==> src/rtl/mc_ctrl_hs.sv <==
// Multi-cycle MIPS control FSM with a memory ready/ack handshake, single-step mode,
// ack-timeout / illegal-opcode trapping and a retired-instruction counter.
module mc_ctrl_hs #(
  parameter int MEM_TIMEOUT = 16,
  parameter int TO_W        = 5,
  parameter int CNT_W       = 32
) (
  input  logic             clk,
  input  logic             rst,
  input  logic             step_mode,
  input  logic             go,
  input  logic [5:0]       opcode,
  input  logic             mem_ack,
  output logic             mem_req,
  output logic             RegDst,
  output logic             RegWrite,
  output logic             ALUsrcA,
  output logic             IorD,
  output logic             IRwrite,
  output logic             MemRead,
  output logic             MemWrite,
  output logic             MemToReg,
  output logic             PCWriteCond,
  output logic             PCwrite,
  output logic             BranchNe,
  output logic [1:0]       ALUop,
  output logic [1:0]       ALUsrcB,
  output logic [1:0]       PCsrc,
  output logic [3:0]       state,
  output logic             instr_done,
  output logic [CNT_W-1:0] instr_cnt,
  output logic [1:0]       err_code
);

  typedef enum logic [3:0] {
    S_FETCH  = 4'd0,
    S_DECODE = 4'd1,
    S_MEMADR = 4'd2,
    S_MEMRD  = 4'd3,
    S_MEMWB  = 4'd4,
    S_MEMWR  = 4'd5,
    S_EXEC   = 4'd6,
    S_RWB    = 4'd7,
    S_BRANCH = 4'd8,
    S_JUMP   = 4'd9,
    S_IEXEC  = 4'd10,
    S_IWB    = 4'd11,
    S_IDLE   = 4'd12,
    S_ERR    = 4'd15
  } state_t;

  localparam logic [5:0] OP_RTYPE = 6'b000000;
  localparam logic [5:0] OP_J     = 6'b000010;
  localparam logic [5:0] OP_BEQ   = 6'b000100;
  localparam logic [5:0] OP_BNE   = 6'b000101;
  localparam logic [5:0] OP_ADDI  = 6'b001000;
  localparam logic [5:0] OP_LW    = 6'b100011;
  localparam logic [5:0] OP_SW    = 6'b101011;

  localparam logic [1:0] ERR_NONE    = 2'b00;
  localparam logic [1:0] ERR_TIMEOUT = 2'b01;
  localparam logic [1:0] ERR_ILLEGAL = 2'b10;

  localparam logic [TO_W-1:0] WAIT_LAST = TO_W'(MEM_TIMEOUT - 1);

  state_t            state_q, state_d;
  logic [TO_W-1:0]   wait_q, wait_d;
  logic [CNT_W-1:0]  cnt_q, cnt_d;
  logic [1:0]        err_q, err_d;
  logic              retire;
  logic              timeout;

  always_ff @(posedge clk) begin
    if (!rst) begin
      state_q <= S_IDLE;
      wait_q  <= '0;
      cnt_q   <= '0;
      err_q   <= ERR_NONE;
    end else begin
      state_q <= state_d;
      wait_q  <= wait_d;
      cnt_q   <= cnt_d;
      err_q   <= err_d;
    end
  end

  // The cycle that reaches the limit still honours mem_ack; only a missing ack traps.
  assign timeout = mem_req && !mem_ack && (wait_q == WAIT_LAST);

  always_comb begin
    state_d = state_q;
    err_d   = err_q;
    cnt_d   = cnt_q;
    retire  = 1'b0;
    case (state_q)
      S_IDLE: begin
        if (!step_mode || go) state_d = S_FETCH;
      end
      S_FETCH: begin
        if (mem_ack) begin
          state_d = S_DECODE;
        end else if (timeout) begin
          state_d = S_ERR;
          err_d   = ERR_TIMEOUT;
        end
      end
      S_DECODE: begin
        case (opcode)
          OP_LW, OP_SW:   state_d = S_MEMADR;
          OP_RTYPE:       state_d = S_EXEC;
          OP_BEQ, OP_BNE: state_d = S_BRANCH;
          OP_J:           state_d = S_JUMP;
          OP_ADDI:        state_d = S_IEXEC;
          default: begin
            state_d = S_ERR;
            err_d   = ERR_ILLEGAL;
          end
        endcase
      end
      S_MEMADR: state_d = (opcode == OP_SW) ? S_MEMWR : S_MEMRD;
      S_MEMRD: begin
        if (mem_ack) begin
          state_d = S_MEMWB;
        end else if (timeout) begin
          state_d = S_ERR;
          err_d   = ERR_TIMEOUT;
        end
      end
      S_MEMWR: begin
        if (mem_ack) begin
          retire = 1'b1;
        end else if (timeout) begin
          state_d = S_ERR;
          err_d   = ERR_TIMEOUT;
        end
      end
      S_EXEC:  state_d = S_RWB;
      S_IEXEC: state_d = S_IWB;
      S_MEMWB, S_RWB, S_BRANCH, S_JUMP, S_IWB: retire = 1'b1;
      S_ERR:   state_d = S_ERR;
      default: state_d = S_ERR;
    endcase
    if (retire) begin
      cnt_d   = cnt_q + CNT_W'(1);
      state_d = step_mode ? S_IDLE : S_FETCH;
    end
  end

  // Wait counter restarts whenever the state changes, so every memory state begins at zero.
  always_comb begin
    wait_d = wait_q;
    if (state_d != state_q) begin
      wait_d = '0;
    end else if (mem_req && !mem_ack) begin
      wait_d = wait_q + TO_W'(1);
    end
  end

  always_comb begin
    mem_req     = 1'b0;
    RegDst      = 1'b0;
    RegWrite    = 1'b0;
    ALUsrcA     = 1'b0;
    IorD        = 1'b0;
    IRwrite     = 1'b0;
    MemRead     = 1'b0;
    MemWrite    = 1'b0;
    MemToReg    = 1'b0;
    PCWriteCond = 1'b0;
    PCwrite     = 1'b0;
    BranchNe    = 1'b0;
    ALUop       = 2'b00;
    ALUsrcB     = 2'b00;
    PCsrc       = 2'b00;
    case (state_q)
      S_FETCH: begin
        mem_req = 1'b1;
        MemRead = 1'b1;
        ALUsrcB = 2'b01;
        IRwrite = mem_ack;
        PCwrite = mem_ack;
      end
      S_DECODE: ALUsrcB = 2'b11;
      S_MEMADR: begin
        ALUsrcA = 1'b1;
        ALUsrcB = 2'b10;
      end
      S_MEMRD: begin
        mem_req = 1'b1;
        MemRead = 1'b1;
        IorD    = 1'b1;
      end
      S_MEMWR: begin
        mem_req  = 1'b1;
        MemWrite = 1'b1;
        IorD     = 1'b1;
      end
      S_MEMWB: begin
        RegWrite = 1'b1;
        MemToReg = 1'b1;
      end
      S_EXEC: begin
        ALUsrcA = 1'b1;
        ALUop   = 2'b10;
      end
      S_RWB: begin
        RegWrite = 1'b1;
        RegDst   = 1'b1;
      end
      S_BRANCH: begin
        ALUsrcA     = 1'b1;
        ALUop       = 2'b01;
        PCWriteCond = 1'b1;
        PCsrc       = 2'b01;
        BranchNe    = (opcode == OP_BNE);
      end
      S_JUMP: begin
        PCwrite = 1'b1;
        PCsrc   = 2'b10;
      end
      S_IEXEC: begin
        ALUsrcA = 1'b1;
        ALUsrcB = 2'b10;
      end
      S_IWB:   RegWrite = 1'b1;
      default: ;
    endcase
  end

  assign state      = state_q;
  assign instr_done = retire;
  assign instr_cnt  = cnt_q;
  assign err_code   = err_q;

endmodule

==> config.mk <==
export PLATFORM = sky130hd
export DESIGN_NAME = mc_ctrl_hs
export DESIGN_NICKNAME = d
export VERILOG_FILES = /design/src/rtl/mc_ctrl_hs.sv
export SDC_FILE = /design/constraint.sdc
export NUM_CORES = 1
export LEC_CHECK = 0
export CELL_PAD_IN_SITES_DETAIL_PLACEMENT = 0
export CELL_PAD_IN_SITES_GLOBAL_PLACEMENT = 1
export CORE_MARGIN = 2
export CORE_UTILIZATION = 38
export DETAILED_ROUTE_END_ITERATION = 7
export GPL_ROUTABILITY_DRIVEN = 0
export PLACE_DENSITY = 0.89
export SYNTH_ARGS = -nofsm -noshare
export SYNTH_HDL_FRONTEND = slang
export SYNTH_SLANG_ARGS = --single-unit
==> constraint.sdc <==
create_clock -name clk -period 6.4 [get_ports clk]
set_clock_uncertainty 0.1 [all_clocks]
set_input_delay 0.64 -clock clk [delete_from_list [all_inputs] [get_ports clk]]
set_output_delay 0.64 -clock clk [all_outputs]
set_load 0.01 [all_outputs]
Word-level counts from Yosys, hierarchy flattened:

Cells that the tools add are included.
Widths: inputs -> output; s select.

* bitwise operators: 1
* reduce and logical (&&, ||, !) cells: 20
* multiplexer cells: 31
* equal/unequal tests: 23
* $add $sub $neg: 2

Operators with widths (number)
* $pmux 4 s9: 1
* $add 32x1->32 const B: 1
* $mux 4: 7
* $eq 4x4->1 const B: 5
* $pmux 4 s5: 1
* $eq 4x3->1 const B: 4
* $eq 6x3->1 const B: 2
* $eq 6x6->1 const B: 2
* $mux 1: 12
* $pmux 2 s2: 3
* $reduce_or 2->1: 6
* $eq 4x2->1 const B: 2
* $reduce_or 7->1: 1
* $eq 6x2->1 const B: 1
* $eq 6x4->1 const B: 1
* $logic_not 6->1: 1
* $mux 2: 3
* $pmux 2 s3: 1
* $reduce_or 3->1: 2
* $add 5x1->5 const B: 1
* $eq 5x4->1 const B: 1
* $reduce_or 5->1: 1
* $eq 4x1->1 const B: 1
* $logic_not 4->1: 1
* other kinds (12): 16

* flip-flop bits (word level): 43

Depth between registers and ports, before layout:

Gate-level depths: netlist of the first run.

* depth in word-level cells: 11
* gate-level depth with buffers: 10

Least setup slack after synthesis of the first run:

OpenSTA, ideal clock, no wires.

* path kind: in2reg
* start: input mem_ack
* end: register wait_q[4]
* stages on the path: 7
* setup slack: 3.722 ns
* data required time: 6.197 ns
* setup time: 0.103 ns
* arrival: 2.475 ns
* buffers on the path: 0
* cells stage by stage: or2_1 > o2111ai_2 > inv_2 > a211oi_1 > mux2_1 > a2111o_1 > a2111oi_2

RTL lines
* from (decl): RTL line 13 `input logic mem_ack,`
* $mux 1: RTL line 130 `if (mem_ack) begin`
* $pmux 1 s2: RTL line 95 `case (state_q)`
* named net instr_done: RTL line 30 `output logic instr_done,`
* $mux 4: RTL line 143 `if (retire) begin`
* $ne 4x4->1: RTL line 152 `if (state_d != state_q) begin`
* $reduce_or 2->1 (no source line)
* to (signal assigned): RTL line 81 `wait_q <= wait_d;`
* to (decl): RTL line 67 `logic [TO_W-1:0] wait_q, wait_d;`

The timed path passes the listed nets, and every way through them passes these cells.
A chain may end at the register's enable or synchronous reset.

Final worst setup path of the first run:

* start: input mem_ack
* end: register wait_q[4]

* longest elaborated chain between the ends: 9

Ends and longest elaborated chain
* $logic_not 1->1: RTL line 88, 154
* $logic_and 1x1->1: RTL line 88, 154
* $logic_and 1x1->1: RTL line 88 `assign timeout = mem_req && !mem_ack && (wait_q == WAIT_LAST);`
* $mux 4: RTL line 102, 124, 132
* $mux 4 (on tied branches): RTL line 130, 100, 122
* $pmux 4 s9: RTL line 95
* $mux 4: RTL line 143
* $ne 4x4->1: RTL line 152
* $reduce_or 2->1 (no source line)

Several ways; a longest one is shown, not always the timed one.

==> flow_summary.json, run 1 <==
{
  "yosysTopAreaCellShare": 0.3305,
  "crit_fanout": 12,
  "portBuffers": 67,
  "drc_errors": 0,
  "multi_input_area_um2": 1605,
  "intPower_uw": 538.3,
  "synthArstFlopShare": 0,
  "path_buf_inv": 2,
  "cts_htree_levels": 2,
  "grt_max_degree": 39,
  "dr_total_vias": 2416,
  "cp_top_family": "compound AO/OA/AOI/OAI gates",
  "fillCellCount": 628,
  "seq_area_um2": 860.8,
  "wire_per_inst_um": 13.95,
  "clock_power_share": 0.268,
  "outcome": "completed",
  "grt_pass1_wl_um": 10470,
  "overflow": 0,
  "postCtsSetupRepairBufs": 0,
  "whs_path_depth": 1,
  "layout_min_cycle_time_ns": 3.437,
  "critPathLaunchType": "input port",
  "min_to": "err_code[1]$_SDFFE_PN0P_",
  "core_um2": 6719,
  "critical_path.endpoint_type": "flop",
  "cts_root_buf": "clkbuf_8",
  "ir_drop_mv": 0.1010,
  "die-height_um": 86.80,
  "switching_share": 0.3402,
  "maxCapViolCount": 0,
  "netlist_area_um2": 2605,
  "yosysSeqAreaShare": 0.3305,
  "hold_violations": 0,
  "cpPeakStageDelay_ns": 0.53,
  "place_hpwl_um": 4711,
  "drive_gt1_frac": 0.04839,
  "p_per_area_nw_per_um2": 241.1,
  "crit_chain": "clkdlybuf4s50_1, or2_1, o2111ai_2, inv_2, a211oi_1, mux2_1, a2111o_1, a2111oi_2",
  "slowest_stage": "o2111ai_2",
  "synth_area_leaders": "dfxtp_1, xnor2_1, and2_1, xor2_1, nor2_1",
  "synth_compound_area_frac": 0.1225,
  "pin_count": 68,
  "grt_usage": 0.1707,
  "fmax_mhz": 291.0,
  "holdWs_ns": 0.4042,
  "rows": 30,
  "initial_utilization": 0.3877,
  "routed_via_density": 5.345,
  "worstSkewPairLatency_ns": 0.30,
  "r2r_start": "state[0]$_SDFF_PN0_",
  "hold_path.startpoint": "err_code[1]$_SDFFE_PN0P_",
  "syn2layout_area_growth_pct": 29.92,
  "final_util": 0.5037,
  "synth_seq_cells": 43,
  "synthMuxAreaShare": 0.01201,
  "worstRegToRegCells": 7,
  "drt_wl_total_um": 6304,
  "numCtsBuffers": 5,
  "combinationalPowerShare": 0.351,
  "path_class": "in -> reg",
  "antenna_found_initial": 0,
  "synth-adder-area-share": 0.01441,
  "hold_buffers": 0,
  "synth_ff_type": "dfxtp_1",
  "post_cts_resized": 0,
  "p_leak_nw": 1.230,
  "setup-violations-final": 0,
  "ys_types": 50,
  "ff2ff_setup_slack_ns": 3.03,
  "period_share": 0.5370,
  "cts_tree": "built",
  "final_max_slew_viol_count": 0,
  "worst_pin_slew_ns": 1.130,
  "synth_xor_area_frac": 0.1177,
  "power.switching_uw": 277.6,
  "hp-class": "reg -> reg",
  "first_iter_violations": 133,
  "syn_avg_cell_area_um2": 8.192,
  "cts_sinks": 43,
  "antenna_cells": 0,
  "total_power_uw": 815.9,
  "synth_top_family_by_area": "simple AND/OR/NAND/NOR gates",
  "drtAntennaViolNets": 0,
  "r2r-end": "wait_q[4]$_SDFFE_PP0N_",
  "slew_headroom": 0.2443,
  "clkSlewWorstSetupHoldPaths_ns": 0.08,
  "grt_pass1_vias": 2226,
  "dieWidth_um": 86.80,
  "synth_area_leader_cell": "dfxtp_1",
  "syn_nets": 332,
  "setup_tns_ns": 0,
  "power_frac_seq": 0.381,
  "rsz0062_at_grt": "false",
  "clockBufferDepth": 2,
  "synth_edf_count": 0,
  "synth-simple-area-share": 0.3497,
  "die-area_um2": 7533,
  "post_synth_inst_count": 318,
  "first_pass_iters": 5,
  "fin_nets": 385,
  "required_ns": 6.50,
  "worstPathArrival_ns": 3.53,
  "yosys_warnings": 0
}
[cells in the final DEF (no fill, tap or decap), types with 2 or more instances in the layout]
| cell type | n |
|---|---|
| a211oi_1 | 4 |
| a21boi_0 | 4 |
| a21boi_1 | 2 |
| a21oi_1 | 7 |
| a31oi_1 | 3 |
| and2_1 | 30 |
| and3_1 | 11 |
| and4_1 | 4 |
| clkbuf_8 | 6 |
| clkdlybuf4s50_1 | 67 |
| dfxtp_1 | 43 |
| ha_1 | 3 |
| inv_1 | 7 |
| mux2i_1 | 2 |
| nand2_1 | 21 |
| nand2b_1 | 7 |
| nand3_1 | 16 |
| nand3b_1 | 2 |
| nand4_1 | 10 |
| nor2_1 | 23 |
| nor2b_1 | 7 |
| nor3_1 | 11 |
| nor4_1 | 2 |
| nor4_2 | 3 |
| o21ai_0 | 10 |
| o221ai_1 | 2 |
| o311ai_0 | 2 |
| o32ai_1 | 2 |
| or2_1 | 3 |
| or2_2 | 2 |
| or3_1 | 2 |
| or4b_1 | 2 |
| xnor2_1 | 24 |
| xor2_1 | 11 |
[synthesized netlist by cell type (all sizes together) (2+ instances only)]
cell type / instances
xnor2: 24
or3: 2
o311ai: 2
nor3: 11
nand4: 10
mux2i: 2
nand3b: 2
and3: 11
xor2: 11
nand2: 21
o221ai: 2
dfxtp: 43
a21oi: 7
or2: 5
and2: 30
a21boi: 6
o21ai: 10
or4b: 2
o32ai: 2
inv: 8
buf: 10
nor2: 24
nand2b: 7
a31oi: 3
clkbuf: 11
a211oi: 4
nor2b: 7
and4: 4
nor4: 5
a2111oi: 2
ha: 3
nand3: 16
[flip-flops by register name, summed over array words and instances, names as in the netlist]
| signal | count |
|---|---|
| instr_cnt | 32 |
| wait_q | 5 |
| state | 4 |
| err_code | 2 |
[worst max-delay path by stage]
stage / from / endpoint / slack [ns] / cells past startpoint
3_3_place_gp: mem_ack / wait_q[4]$_SDFFE_PP0N_ / 2.75 / 8
2_1_floorplan: mem_ack / wait_q[4]$_SDFFE_PP0N_ / 3.72 / 7
6_report: mem_ack / wait_q[4]$_SDFFE_PP0N_ / 2.96 / 8
4_1_cts: opcode[1] / BranchNe / 2.97 / 5
3_5_place_dp: mem_ack / wait_q[4]$_SDFFE_PP0N_ / 2.69 / 8
5_1_grt: mem_ack / wait_q[4]$_SDFFE_PP0N_ / 2.81 / 8
[final cells by class]
cell class	instances	share of cell area
repair buffers	67	0.1982
multi-input cells	246	0.4743
well taps	80	0.02957
flip-flops and latches	43	0.2543
inverters	8	0.008872
clock inverters	2	0.01035
clock buffers	6	0.02440
[per-layer routing]
| metal | up-vias | wire [um] | global-route usage |
|---|---|---|---|
| met5 | - | 0 | 0 |
| met4 | 0 | 109 | 0.06676 |
| met3 | 8 | 195 | 0.02952 |
| met2 | 52 | 3112 | 0.2873 |
| met1 | 1134 | 2886 | 0.2162 |
| li1 | 1222 | - | - |
[power by group through the flow]
stage / sequential (mW) / combinational (mW) / clock (mW)
6_report: 0.311 / 0.286 / 0.219
5_1_grt: 0.316 / 0.309 / 0.238
4_1_cts: 0.310 / 0.286 / 0.225
3_5_place_dp: 0.317 / 0.285 / 0
3_3_place_gp: 0.317 / 0.283 / 0
2_1_floorplan: 0.300 / 0.202 / 0
[kinds of logic after synthesis]
logic type,after synthesis
fa+ha+maj,3
xor+xnor,35
buf+inv,29
mux,3
simple gates,161
compound gates,44
flops,43
[stage by stage]
stage | instance area (um^2) | cells | setup slack, ns
final | 3385 | 452 | 2.963
after global routing | 3385 | 452 | 2.805
after CTS | 3385 | 452 | 2.970
after detailed placement | 3267 | 444 | 2.691
after global placement | 3267 | 444 | 2.752
after floorplan | 2605 | 318 | 3.722
[worst register-to-register path: cells and delay by family (launching register included)]
kind,cells,cell delay [ns]
AO/OA/AOI/OAI,4,1.62
flip-flops,1,0.71
multiplexers,1,0.36
AND/OR/NAND/NOR,1,0.30
buffers and inverters,1,0.18
(Power assumes the default switching activity.)
==> run 2, diff against run 1 <==
--- a/config.mk
+++ b/config.mk
@@ -8,10 +8,10 @@
 export CELL_PAD_IN_SITES_DETAIL_PLACEMENT = 0
 export CELL_PAD_IN_SITES_GLOBAL_PLACEMENT = 1
 export CORE_MARGIN = 2
-export CORE_UTILIZATION = 38
+export CORE_UTILIZATION = 32
 export DETAILED_ROUTE_END_ITERATION = 7
 export GPL_ROUTABILITY_DRIVEN = 0
-export PLACE_DENSITY = 0.89
+export PLACE_DENSITY = 0.8
 export SYNTH_ARGS = -nofsm -noshare
 export SYNTH_HDL_FRONTEND = slang
 export SYNTH_SLANG_ARGS = --single-unit
==> constraint.sdc (replaced) <==
create_clock -name clk -period 3 [get_ports clk]
set_clock_uncertainty 0.1 [all_clocks]
set_input_delay 0.3 -clock clk [delete_from_list [all_inputs] [get_ports clk]]
set_output_delay 0.3 -clock clk [all_outputs]
set_load 0.01 [all_outputs]
==> flow_summary.json, run 2 (same netlist as run 1, synthesis figures left out) <==
{
  "outcome": "completed",
  "layout_min_cycle_time_ns": 2.796,
  "cts_tree": "built",
  "worstSkewPairLatency_ns": 0.29,
  "period_share": 0.9321,
  "grt_max_degree": 38,
  "grt_pass1_wl_um": 10760,
  "place_hpwl_um": 4903,
  "layout_commonest_cell": "clkdlybuf4s50_1",
  "drt_wl_total_um": 6410,
  "slew_headroom": 0.5915,
  "p_per_area_nw_per_um2": 494.8,
  "dr_total_vias": 2399,
  "grt-busiest-layer": "met2",
  "drive_gt1_frac": 0.07792,
  "final_cell_count_no_fill": 487,
  "pin_count": 68,
  "drc_errors": 0,
  "clockBufferDepth": 2,
  "gr-usage-met2": 0.2369,
  "cts_root_buf": "clkbuf_8",
  "rows": 32,
  "place_inst": 479,
  "wire_per_inst_um": 13.16,
  "multi_input_area_um2": 1605,
  "antenna_found_initial": 0,
  "whs_path_depth": 2,
  "worstPathArrival_ns": 2.40,
  "grt_usage": 0.1490,
  "fillCellCount": 793,
  "portBuffers": 67,
  "numCtsBuffers": 5,
  "seq_area_um2": 860.8,
  "syn2layout_area_growth_pct": 34.05,
  "hp-class": "reg -> reg",
  "power.switching_uw": 594.2,
  "hold_buffers": 0,
  "post_cts_resized": 0,
  "hold_violations": 0,
  "first_iter_violations": 133,
  "cts_htree_levels": 2,
  "required_ns": 2.60,
  "core_um2": 7807,
  "antenna_cells": 0,
  "setup-violations-final": 0,
  "worst_pin_slew_ns": 0.6076,
  "clkSlewWorstSetupHoldPaths_ns": 0.08,
  "setup_tns_ns": 0,
  "clock_power_share": 0.229,
  "routed_via_density": 4.926,
  "first_pass_iters": 4,
  "postCtsSetupRepairBufs": 0,
  "rsz0062_at_grt": "false",
  "switching_share": 0.3439,
  "grt_use_met3": 0.02648,
  "drtAntennaViolNets": 0,
  "critical_path.endpoint_type": "output pin",
  "largest_reg_flops": 32,
  "grt_util_met1": 0.2099,
  "maxCapViolCount": 0,
  "fin_nets": 398,
  "initial_utilization": 0.3337,
  "ir_drop_mv": 0.1577,
  "critPathLaunchType": "input port",
  "combinationalPowerShare": 0.397,
  "dieWidth_um": 94.23,
  "grt_pass1_vias": 2193,
  "die-height_um": 94.23,
  "p_leak_nw": 1.283,
  "power_frac_seq": 0.374,
  "die-area_um2": 8878,
  "worstRegToRegCells": 9,
  "final_max_slew_viol_count": 0,
  "intPower_mw": 1.134,
  "fmax_mhz": 357.6,
  "layout_common_cells": "clkdlybuf4s50_1, dfxtp_1, and2_1",
  "cts_sinks": 43,
  "path_class": "in -> out",
  "crit_fanout": 5,
  "overflow": 0
}
==> run 2: layout make-up <==
type                       count  area share
clock buffer                   8     0.02866
multi-input combinational    246      0.4597
sequential                    43      0.2465
inverter                       8    0.008599
timing repair buffer          80      0.2200
tap                          102     0.03655
==> run 2: critical path, cell delays in order <==
cell	delay, ns
clkdlybuf4s50_1	0.48
buf_4	0.19
or4b_1	0.57
nor3_1	0.16
and3_1	0.17
clkdlybuf4s50_1	0.53
==> run 2: final timing paths <==
check / start / endpoint / slack, ns
setup / recovery: opcode[3] / BranchNe / 0.20
hold / removal: err_code[0]$_SDFFE_PN0P_ / err_code[0]$_SDFFE_PN0P_ / 0.39
setup reg to reg: wait_q[0]$_SDFFE_PP0N_ / wait_q[4]$_SDFFE_PP0N_ / 0.26
hold reg to reg: err_code[0]$_SDFFE_PN0P_ / err_code[0]$_SDFFE_PN0P_ / 0.39
==> run 2: power groups by stage <==
| stage | logic [mW] | clock network (mW) | registers, mW |
|---|---|---|---|
| 3_3_place_gp | 0.687 | 0 | 0.660 |
| 6_report | 0.686 | 0.396 | 0.646 |
| 3_5_place_dp | 0.688 | 0 | 0.658 |
| 5_1_grt | 0.750 | 0.439 | 0.654 |
| 2_1_floorplan | 0.430 | 0 | 0.640 |
| 4_1_cts | 0.691 | 0.412 | 0.645 |
==> run 2: routing by layer <==
metal  vias up  wire length [um]
met2        37              2957
met5         -                 0
met1      1117              3223
met3         5               170
met4         0                59
li1       1240                 -
==> run 2: metrics by stage <==
step / util / setup slack [ns] / hold WS (ns) / cell area, um^2 / total power, mW
finish: 0.4473 / 0.2038 / 0.3934 / 3492 / 1.728
global placement: 0.4345 / 0.1579 / 0.3798 / 3392 / 1.347
detailed placement: 0.4345 / 0.07336 / 0.3791 / 3392 / 1.346
global route: 0.4473 / 0.02549 / 0.4434 / 3492 / 1.842
CTS: 0.4473 / 0.1857 / 0.3949 / 3492 / 1.748
floorplan: - / 0.4573 / 0.4003 / 2605 / 1.070
